### config.mk
export PLATFORM = sky130hd
export DESIGN_NAME = ex_muldiv
export DESIGN_NICKNAME = d
export VERILOG_FILES = /design/src/rtl/ex_muldiv_pkg.sv /design/src/rtl/ex_muldiv_datapath.sv /design/src/rtl/ex_muldiv.sv
export SDC_FILE = /design/constraint.sdc
export NUM_CORES = 1
export LEC_CHECK = 0
export CAP_MARGIN = 20
export CORE_AREA = 2 2 213 215
export DETAILED_ROUTE_END_ITERATION = 16
export DIE_AREA = 0 0 215 217
export PLACE_DENSITY = 0.6
export SYNTH_ARGS = -nofsm -noshare
export SYNTH_HDL_FRONTEND = slang
export SYNTH_SLANG_ARGS = --single-unit
### constraint.sdc
create_clock -name clk_in -period 15.9 [get_ports clk_in]
set_input_delay 3.18 -clock clk_in [delete_from_list [all_inputs] [get_ports clk_in]]
set_output_delay 3.18 -clock clk_in [all_outputs]
set_load 0.005 [all_outputs]
### src/rtl/ex_muldiv_pkg.sv
// ex_muldiv_pkg: shared widths, M-op codes and FSM states for the iterative mul/div unit
package ex_muldiv_pkg;
    localparam int XLEN = 32;
    localparam int CNT_W = 6;
    localparam int MD_STEPS = 32;
    typedef enum logic [2:0] {
        MD_MUL, MD_MULH, MD_MULHSU, MD_MULHU, MD_DIV, MD_DIVU, MD_REM, MD_REMU
    } md_op_e;
    typedef enum logic [1:0] {ST_IDLE, ST_MUL, ST_DIV, ST_DONE} state_e;
endpackage

### src/rtl/ex_muldiv_datapath.sv
// ex_muldiv_datapath: one shift-add / restoring shift-subtract step plus result sign fix-up
module ex_muldiv_datapath
    import ex_muldiv_pkg::*;
(
    input  logic                is_div,
    input  logic [2:0]          op,
    input  logic                neg,
    input  logic [2*XLEN-1:0]   p,
    input  logic [XLEN-1:0]     d,
    output logic [2*XLEN-1:0]   p_next,
    output logic [XLEN-1:0]     res
);
    logic [XLEN:0] sum, rem_sh, diff;
    logic [2*XLEN-1:0] prod;
    logic [XLEN-1:0] sel;
    // p holds {acc, multiplier} for MUL and {remainder, quotient} for DIV; res is taken from the post-step value
    always_comb begin
        sum = {1'b0, p[63:32]} + (p[0] ? {1'b0, d} : 33'd0);
        rem_sh = p[63:31];
        diff = rem_sh - {1'b0, d};
        p_next = is_div ? (diff[32] ? {rem_sh[31:0], p[30:0], 1'b0} : {diff[31:0], p[30:0], 1'b1})
                        : {sum, p[31:1]};
        prod = neg ? -p_next : p_next;
        sel = op[1] ? p_next[63:32] : p_next[31:0];
        res = op[2] ? (neg ? -sel : sel) : (op == MD_MUL ? prod[31:0] : prod[63:32]);
    end
endmodule

### src/rtl/ex_muldiv.sv
// ex_muldiv: iterative RV32M multiply/divide unit with pipeline stall handshake
module ex_muldiv
    import ex_muldiv_pkg::*;
(
    input  logic        clk_in,
    input  logic        rst_in,
    input  logic        rdy_in,
    input  logic        flush_in,
    input  logic        opValid_in,
    input  logic [2:0]  op_in,
    input  logic [31:0] rs1Data_in,
    input  logic [31:0] rs2Data_in,
    input  logic [4:0]  rdIdx_in,
    input  logic        accept_in,
    output logic        stallReq_out,
    output logic        done_out,
    output logic [31:0] result_out,
    output logic        rdE_out,
    output logic [4:0]  rdIdx_out
);
    state_e state;
    logic [2:0] op;
    logic neg, neg_in, sa, sb, zero, ovf;
    logic [XLEN-1:0] opnd, ma, mb, special, res;
    logic [2*XLEN-1:0] p, p_next;
    logic [CNT_W-1:0] cnt;

    ex_muldiv_datapath u_dp (
        .is_div (state == ST_DIV),
        .op     (op),
        .neg    (neg),
        .p      (p),
        .d      (opnd),
        .p_next (p_next),
        .res    (res)
    );

    assign stallReq_out = (state == ST_IDLE && opValid_in) || state == ST_MUL || state == ST_DIV;

    // accept-time decode: operand signedness, magnitudes, and the divide-by-zero / overflow shortcuts
    always_comb begin
        sa = rs1Data_in[31] && (op_in[2] ? !op_in[0] : op_in[0] ^ op_in[1]);
        sb = rs2Data_in[31] && (op_in[2] ? !op_in[0] : op_in == MD_MULH);
        ma = sa ? -rs1Data_in : rs1Data_in;
        mb = sb ? -rs2Data_in : rs2Data_in;
        neg_in = (op_in[2] && op_in[1]) ? sa : sa ^ sb;
        zero = op_in[2] && rs2Data_in == '0;
        ovf = op_in[2] && !op_in[0] && rs1Data_in == 32'h8000_0000 && rs2Data_in == '1;
        special = zero ? (op_in[1] ? rs1Data_in : '1) : (op_in[1] ? '0 : 32'h8000_0000);
    end

    // control FSM and registered result handshake; a frozen cycle (rdy_in=0) holds everything
    always_ff @(posedge clk_in) begin
        if (!rst_in) begin
            state <= ST_IDLE;
            cnt <= '0;
            op <= '0;
            neg <= 1'b0;
            opnd <= '0;
            p <= '0;
            done_out <= 1'b0;
            rdE_out <= 1'b0;
            result_out <= '0;
            rdIdx_out <= '0;
        end else if (rdy_in) begin
            if (flush_in) begin
                state <= ST_IDLE;
                cnt <= '0;
                done_out <= 1'b0;
                rdE_out <= 1'b0;
                result_out <= '0;
            end else begin
                case (state)
                    ST_IDLE: if (opValid_in) begin
                        op <= op_in;
                        neg <= neg_in;
                        opnd <= op_in[2] ? mb : ma;
                        p <= {32'd0, op_in[2] ? ma : mb};
                        cnt <= '0;
                        rdIdx_out <= rdIdx_in;
                        if (zero || ovf) begin
                            state <= ST_DONE;
                            result_out <= special;
                            done_out <= 1'b1;
                            rdE_out <= rdIdx_in != '0;
                        end else begin
                            state <= op_in[2] ? ST_DIV : ST_MUL;
                        end
                    end
                    ST_MUL, ST_DIV: begin
                        p <= p_next;
                        cnt <= cnt + 1'b1;
                        if (cnt == CNT_W'(MD_STEPS - 1)) begin
                            state <= ST_DONE;
                            result_out <= res;
                            done_out <= 1'b1;
                            rdE_out <= rdIdx_out != '0;
                        end
                    end
                    ST_DONE: if (accept_in) begin
                        state <= ST_IDLE;
                        done_out <= 1'b0;
                        rdE_out <= 1'b0;
                    end
                    default: state <= ST_IDLE;
                endcase
            end
        end
    end
endmodule

==> flow_summary.json, run 1 <==
{
  "path_class": "in2out",
  "rrSetupSlack_ns": 8.60,
  "gr-total-overflow": 0,
  "grt_first_pass_wirelength_mm": 126,
  "setup_tns_ns": 0,
  "setup_viol": 0,
  "synth_fp_nets": 2690,
  "routedWlPerCell_um": 27.3,
  "area_delta_synth_final_pct": 11.8,
  "arrival_ns": 4.39,
  "path_delay_family": "buffers and inverters",
  "ir_drop_mv": 0.0603,
  "synth-seq-area-share": 0.168,
  "cts_tree": "built",
  "die_area_um2": 46700,
  "ys_async_sr_fraction": 0,
  "drc": 0,
  "gp_congestion": 1.01,
  "synthFlopType": "dfxtp_1",
  "vias": 20800,
  "rsz0062_at_grt": "false",
  "tightest_slew_ns": 1.15,
  "cts_max_level": 4,
  "cts-root-buf": "clkbuf_16",
  "firstDrtPassIters": 6,
  "place_ws_ns": 8.00,
  "min_to": "result_out[26]$_SDFFE_PN0P_",
  "cp_max_fo": 3,
  "initial_core_util": 0.392,
  "power.density_nw_per_um2": 70.8,
  "cts_hold_buf": 0,
  "cts_buffers": 17,
  "antenna_found_initial": 0,
  "io_buffers": 117,
  "whs_path_depth": 2,
  "syn_area_um2": 17500,
  "synth_common_cells": "nor2_1, nand2_1, a21oi_1",
  "synth_seq_cells": 147,
  "die_x_um": 215,
  "path_buf_inv": 2,
  "cpMaxStageDelayCell": "clkdlybuf4s50_1",
  "vias_per_cell": 6.58,
  "finClkSkew_ns": 0.0170,
  "max_freq_mhz": 132,
  "grtUsageTotal": 0.362,
  "pin_count": 118,
  "ff2ff_path_depth": 20,
  "drt-initial-drc-count": 2718,
  "period_minus_slack_ns": 7.57,
  "synth_top_area_frac": 0.168,
  "grt_max_degree": 95,
  "synth_most_common_cell": "nor2_1",
  "grt_pass1_vias": 18600,
  "hold_violations": 0,
  "ctsResizeCount": 0,
  "ys_top_cells_by_area": "dfxtp_1, nor2_1, a21oi_1",
  "cts_sinks": 147,
  "r2r_start": "p[31]$_SDFFE_PN0P_",
  "start_kind": "input port",
  "status": "finished, final reports clean",
  "antennaDiodeCount": 0,
  "cts_setup_buffers": 0,
  "max_slew_margin": 0.232,
  "synth_top_area_cell": "dfxtp_1",
  "die_h_um": 217,
  "drive_gt1_frac": 0.0668,
  "clk_pin_slew_ns": 0.06,
  "path_cells": "clkdlybuf4s50_1 -> nand2_1 -> nand2_1 -> clkdlybuf4s50_1",
  "hold_path.class": "reg2reg",
  "design_area_um2": 19600,
  "min_from": "result_out[26]$_SDFFE_PN0P_",
  "worstSkewPairLatency_ns": 0.49,
  "wirelength_mm": 86.2,
  "end_kind": "output port",
  "p_leak_nw": 7.23,
  "postRouteAntennaNets": 0,
  "drv_cap": 0,
  "synth_edf_count": 0,
  "regToRegEndpoint": "result_out[4]$_SDFFE_PN0P_",
  "timing.final.ws_setup_ns": 8.33,
  "core_um2": 44700,
  "clk_path_buf_depth": 2,
  "syn_inst": 2535,
  "max_stage_delay_ns": 0.52,
  "yosysWarnings": 0,
  "num_rows": 78,
  "slew_violations": 0,
  "place_area_um2": 19100,
  "crit_required_ns": 12.72,
  "synth.avg_cell_area_um2": 6.92,
  "fin_util": 0.439,
  "period_share": 0.476,
  "hpwlAfterDp_mm": 67.8,
  "ys_types": 111,
  "final_nets": 2700
}
-- metrics by stage --
step	total power (W)	hold WS (ns)	instances
3_3_place_gp	0.000967	0.437	3126
2_1_floorplan	0.000760	0.435	2535
6_report	0.00139	0.438	3158
5_1_grt	0.00144	0.461	3158
4_1_cts	0.00137	0.442	3158
3_5_place_dp	0.000967	0.433	3126
-- final cells by class --
type / count / area, um2
fillers: 4801 / 25100
multi-input cells: 2150 / 13600
flip-flops and latches: 147 / 2940
repair buffers: 158 / 1470
well taps: 600 / 751
clock buffers: 17 / 425
inverters: 71 / 268
clock inverters: 15 / 139
-- logic make-up (layout without fill, tap and decap cells) --
family | Yosys count | count (layout) | synth area share
flip-flops | 147 | 147 | 0.168
multiplexers | 65 | 65 | 0.0389
AND/OR/NAND/NOR | 1002 | 1002 | 0.274
XOR/XNOR | 144 | 144 | 0.0719
adder cells (fa/ha/maj) | 77 | 77 | 0.0558
AO/OA/AOI/OAI | 862 | 862 | 0.333
buffers and inverters | 238 | 261 | 0.0584
-- power by group --
part,leakage [nW],switching [W],total [W],internal (W)
Sequential,1.19,0.0000151,0.000393,0.000377
Clock,0.281,0.000199,0.000405,0.000206
Combinational,5.76,0.000410,0.000592,0.000182
-- per-layer routing --
layer | global-route usage | vias up | routed length [um] | share of wire
li1 | - | 9464 | - | -
met1 | 0.503 | 9925 | 36900 | 0.43
met2 | 0.535 | 1224 | 36200 | 0.42
met3 | 0.0728 | 175 | 8830 | 0.10
met4 | 0.170 | 0 | 4210 | 0.049
met5 | 0 | - | 0 | 0
-- state kept, by name, summed over array words and instances, names as in the netlist --
signal and flops:
cnt 6, done_out 1, neg 1, op 3
opnd 32, p 64, rdE_out 1, rdIdx_out 5
result_out 32, state 2
-- worst max-delay path by stage --
stage                              from                     endpoint  slack [ns]  cells after the start
after global placement    rs2Data_in[2]  result_out[13]$_SDFFE_PN0P_        8.06                     13
after global routing      rs2Data_in[2]  result_out[13]$_SDFFE_PN0P_        8.06                     13
after floorplan              opValid_in                 stallReq_out        9.40                      2
after CTS                    opValid_in                 stallReq_out        8.33                      4
final                        opValid_in                 stallReq_out        8.33                      4
after detailed placement  rs2Data_in[2]  result_out[13]$_SDFFE_PN0P_        8.00                     13
-- cells in the final DEF, fill, tap and decap left out, drive strengths merged, types with 24 or more instances in the layout --
master / netlist / layout
nor3: 99 / 99
or3: 33 / 33
nand4: 41 / 41
a211oi: 49 / 49
inv: 69 / 76
a21o: 31 / 31
o31ai: 38 / 38
a21oi: 216 / 216
nand2: 272 / 272
nor2: 292 / 292
xnor2: 100 / 100
nor4: 24 / 24
o21a: 26 / 26
clkdlybuf4s50: 0 / 116
a31oi: 48 / 48
nand3: 78 / 78
xor2: 44 / 44
buf: 45 / 42
o211ai: 59 / 59
o21ai: 191 / 191
a22oi: 34 / 34
mux2i: 40 / 40
dfxtp: 147 / 147
ha: 75 / 75
mux2: 25 / 25
and2: 54 / 54
-- tightest hold or removal path: stages, from the launching register on --
cell,delay (ns)
dfxtp_1,0.31
nand2_1,0.05
nand2_1,0.04
No activity file was read; power rests on OpenSTA's default activity.
==> inputs of run 2 (changes only) <==
--- a/config.mk
+++ b/config.mk
@@ -9,7 +9,7 @@
 export CORE_AREA = 2 2 213 215
 export DETAILED_ROUTE_END_ITERATION = 16
 export DIE_AREA = 0 0 215 217
-export PLACE_DENSITY = 0.6
+export PLACE_DENSITY = 0.62
 export SYNTH_ARGS = -nofsm -noshare
 export SYNTH_HDL_FRONTEND = slang
 export SYNTH_SLANG_ARGS = --single-unit
==> constraint.sdc (replaced) <==
create_clock -name clk_in -period 6.3 [get_ports clk_in]
set_input_delay 1.26 -clock clk_in [delete_from_list [all_inputs] [get_ports clk_in]]
set_output_delay 1.26 -clock clk_in [all_outputs]
set_load 0.005 [all_outputs]
==> run 2 against run 1 <==
Flip-flop and latch count is the same. Sequential power grew 150%. Combinational power increased to 2.6 times the previous value. Worst setup slack lost 8.2 ns. Largest power group unchanged. Wire length up 6.9%. Core utilization up 1.3 points.
==> flow_summary.json, run 2 (same netlist as run 1, synthesis figures left out) <==
{
  "hold_violations": 0,
  "crit_required_ns": 6.71,
  "final_common_cell": "nor2_1",
  "power.density_nw_per_um2": 181,
  "area_delta_synth_final_pct": 15.2,
  "crit_start": "opnd[9]$_SDFFE_PN0P_",
  "gp_congestion": 1.05,
  "routedWlPerCell_um": 28.5,
  "cts_buffers": 17,
  "cts_tree": "built",
  "final_nets": 2769,
  "path_class": "reg2reg",
  "design_area_um2": 20200,
  "grt_max_degree": 97,
  "vias": 21500,
  "vias_per_cell": 6.66,
  "cp_max_fo": 24,
  "clk_pin_slew_ns": 0.07,
  "cts_max_level": 4,
  "ir_drop_mv": 0.231,
  "firstDrtPassIters": 7,
  "finClkSkew_ns": 0.0142,
  "drt-initial-drc-count": 3237,
  "stdcell_count": 3230,
  "min_from": "result_out[13]$_SDFFE_PN0P_",
  "r2r_start": "opnd[9]$_SDFFE_PN0P_",
  "setup_tns_ns": 0,
  "worstSkewPairLatency_ns": 0.51,
  "grt_first_pass_wirelength_mm": 132,
  "die_h_um": 217,
  "grtUsageTotal": 0.384,
  "hold_path.class": "reg2reg",
  "arrival_ns": 6.55,
  "wirelength_mm": 92.1,
  "die_x_um": 215,
  "tightest_slew_ns": 1.23,
  "cts-root-buf": "clkbuf_16",
  "period_minus_slack_ns": 6.14,
  "post-place-cells": 3194,
  "io_buffers": 117,
  "top_register": "p",
  "core_um2": 44700,
  "clk_path_buf_depth": 2,
  "start_kind": "flop",
  "hpwlAfterDp_mm": 72.5,
  "place_area_um2": 19600,
  "top_regs": "p: 64 flops, opnd: 32 flops, result_out: 32 flops",
  "p_leak_nw": 7.59,
  "initial_core_util": 0.392,
  "period_share": 0.974,
  "status": "finished, final reports clean",
  "postRouteAntennaNets": 0,
  "drv_cap": 0,
  "gr-total-overflow": 0,
  "pin_count": 118,
  "max_slew_margin": 0.172,
  "mostFrequentLayoutCells": "nor2_1, nand2_1, a21oi_1, o21ai_0, dfxtp_1",
  "setup_viol": 0,
  "grt_pass1_vias": 19400,
  "rsz0062_at_grt": "false",
  "num_rows": 78,
  "drive_gt1_frac": 0.0917,
  "max_freq_mhz": 163,
  "whs_ns": 0.445,
  "largest_reg_flops": 64,
  "cts_sinks": 147,
  "drc": 0,
  "timing.final.ws_setup_ns": 0.165,
  "end_kind": "flop",
  "die_area_um2": 46700,
  "place_ws_ns": 0.333,
  "antenna_found_initial": 5,
  "slew_violations": 0
}
run 2: cell types whose count changed in the layout (fill, tap and decap cells not counted), moves of 2 or more:
cell / change
buf_4: +67
bufinv_16: +2
clkinv_4: -4
clkinvlp_4: +3
diode_2: +3
nor2_2: +2
run 2: stage by stage:
stage,total power (W),utilization
finish,0.00366,0.452
global route,0.00376,0.452
CTS,0.00359,0.451
detailed placement,0.00247,0.438
global placement,0.00247,0.437
floorplan,0.00192,-
run 2: per-layer routing:
layer	track usage	up-vias	part of all wire
li1	-	9599	-
met1	0.528	10300	0.41
met2	0.558	1425	0.41
met3	0.0959	234	0.12
met4	0.183	2	0.052
met5	0	-	0.000087
run 2: final cells by class:
class	count	area, um2
fillers	4757	24500
multi-input cells	2150	13600
diodes	3	7.51
inverters	71	268
clock inverters	14	168
flip-flops and latches	147	2940
well taps	600	751
clock buffers	18	429
repair buffers	227	2020
run 2: path summary, 6_finish.rpt:
| check | to | depth (start not counted) | slack, ns |
|---|---|---|---|
| max | result_out[29]$_SDFFE_PN0P_ | 16 | 0.16 |
| min | result_out[13]$_SDFFE_PN0P_ | 2 | 0.45 |
| max reg2reg | result_out[29]$_SDFFE_PN0P_ | 16 | 0.16 |
| min reg2reg | result_out[13]$_SDFFE_PN0P_ | 2 | 0.45 |
run 2: where the power goes:
| part | internal [W] | leakage (nW) | switching (W) |
|---|---|---|---|
| Clock | 0.000597 | 0.286 | 0.000542 |
| Sequential | 0.000952 | 1.19 | 0.0000279 |
| Combinational | 0.000497 | 6.12 | 0.00104 |
| Total | 0.00205 | 7.59 | 0.00161 |
run 2: critical path: stages (launching register included):
cell,delay [ns]
dfxtp_1,0.50
inv_1,0.08
ha_1,0.43
a21oi_1,0.29
o22ai_1,0.16
a211oi_4,0.39
a2111oi_4,0.14
buf_4,0.22
nor3_4,0.90
nor2_2,0.24
a311o_1,0.49
a21oi_2,0.50
nand4b_1,0.14
or4_1,0.56
mux2i_1,0.20
o311ai_0,0.41
o31ai_1,0.36
run 2: repair_timing:
item                       in CTS  in global routing
resized for setup               0                  4
setup endpoints to repair       0                  9
hold buffers                    0                  0
buffers inserted                0                  0
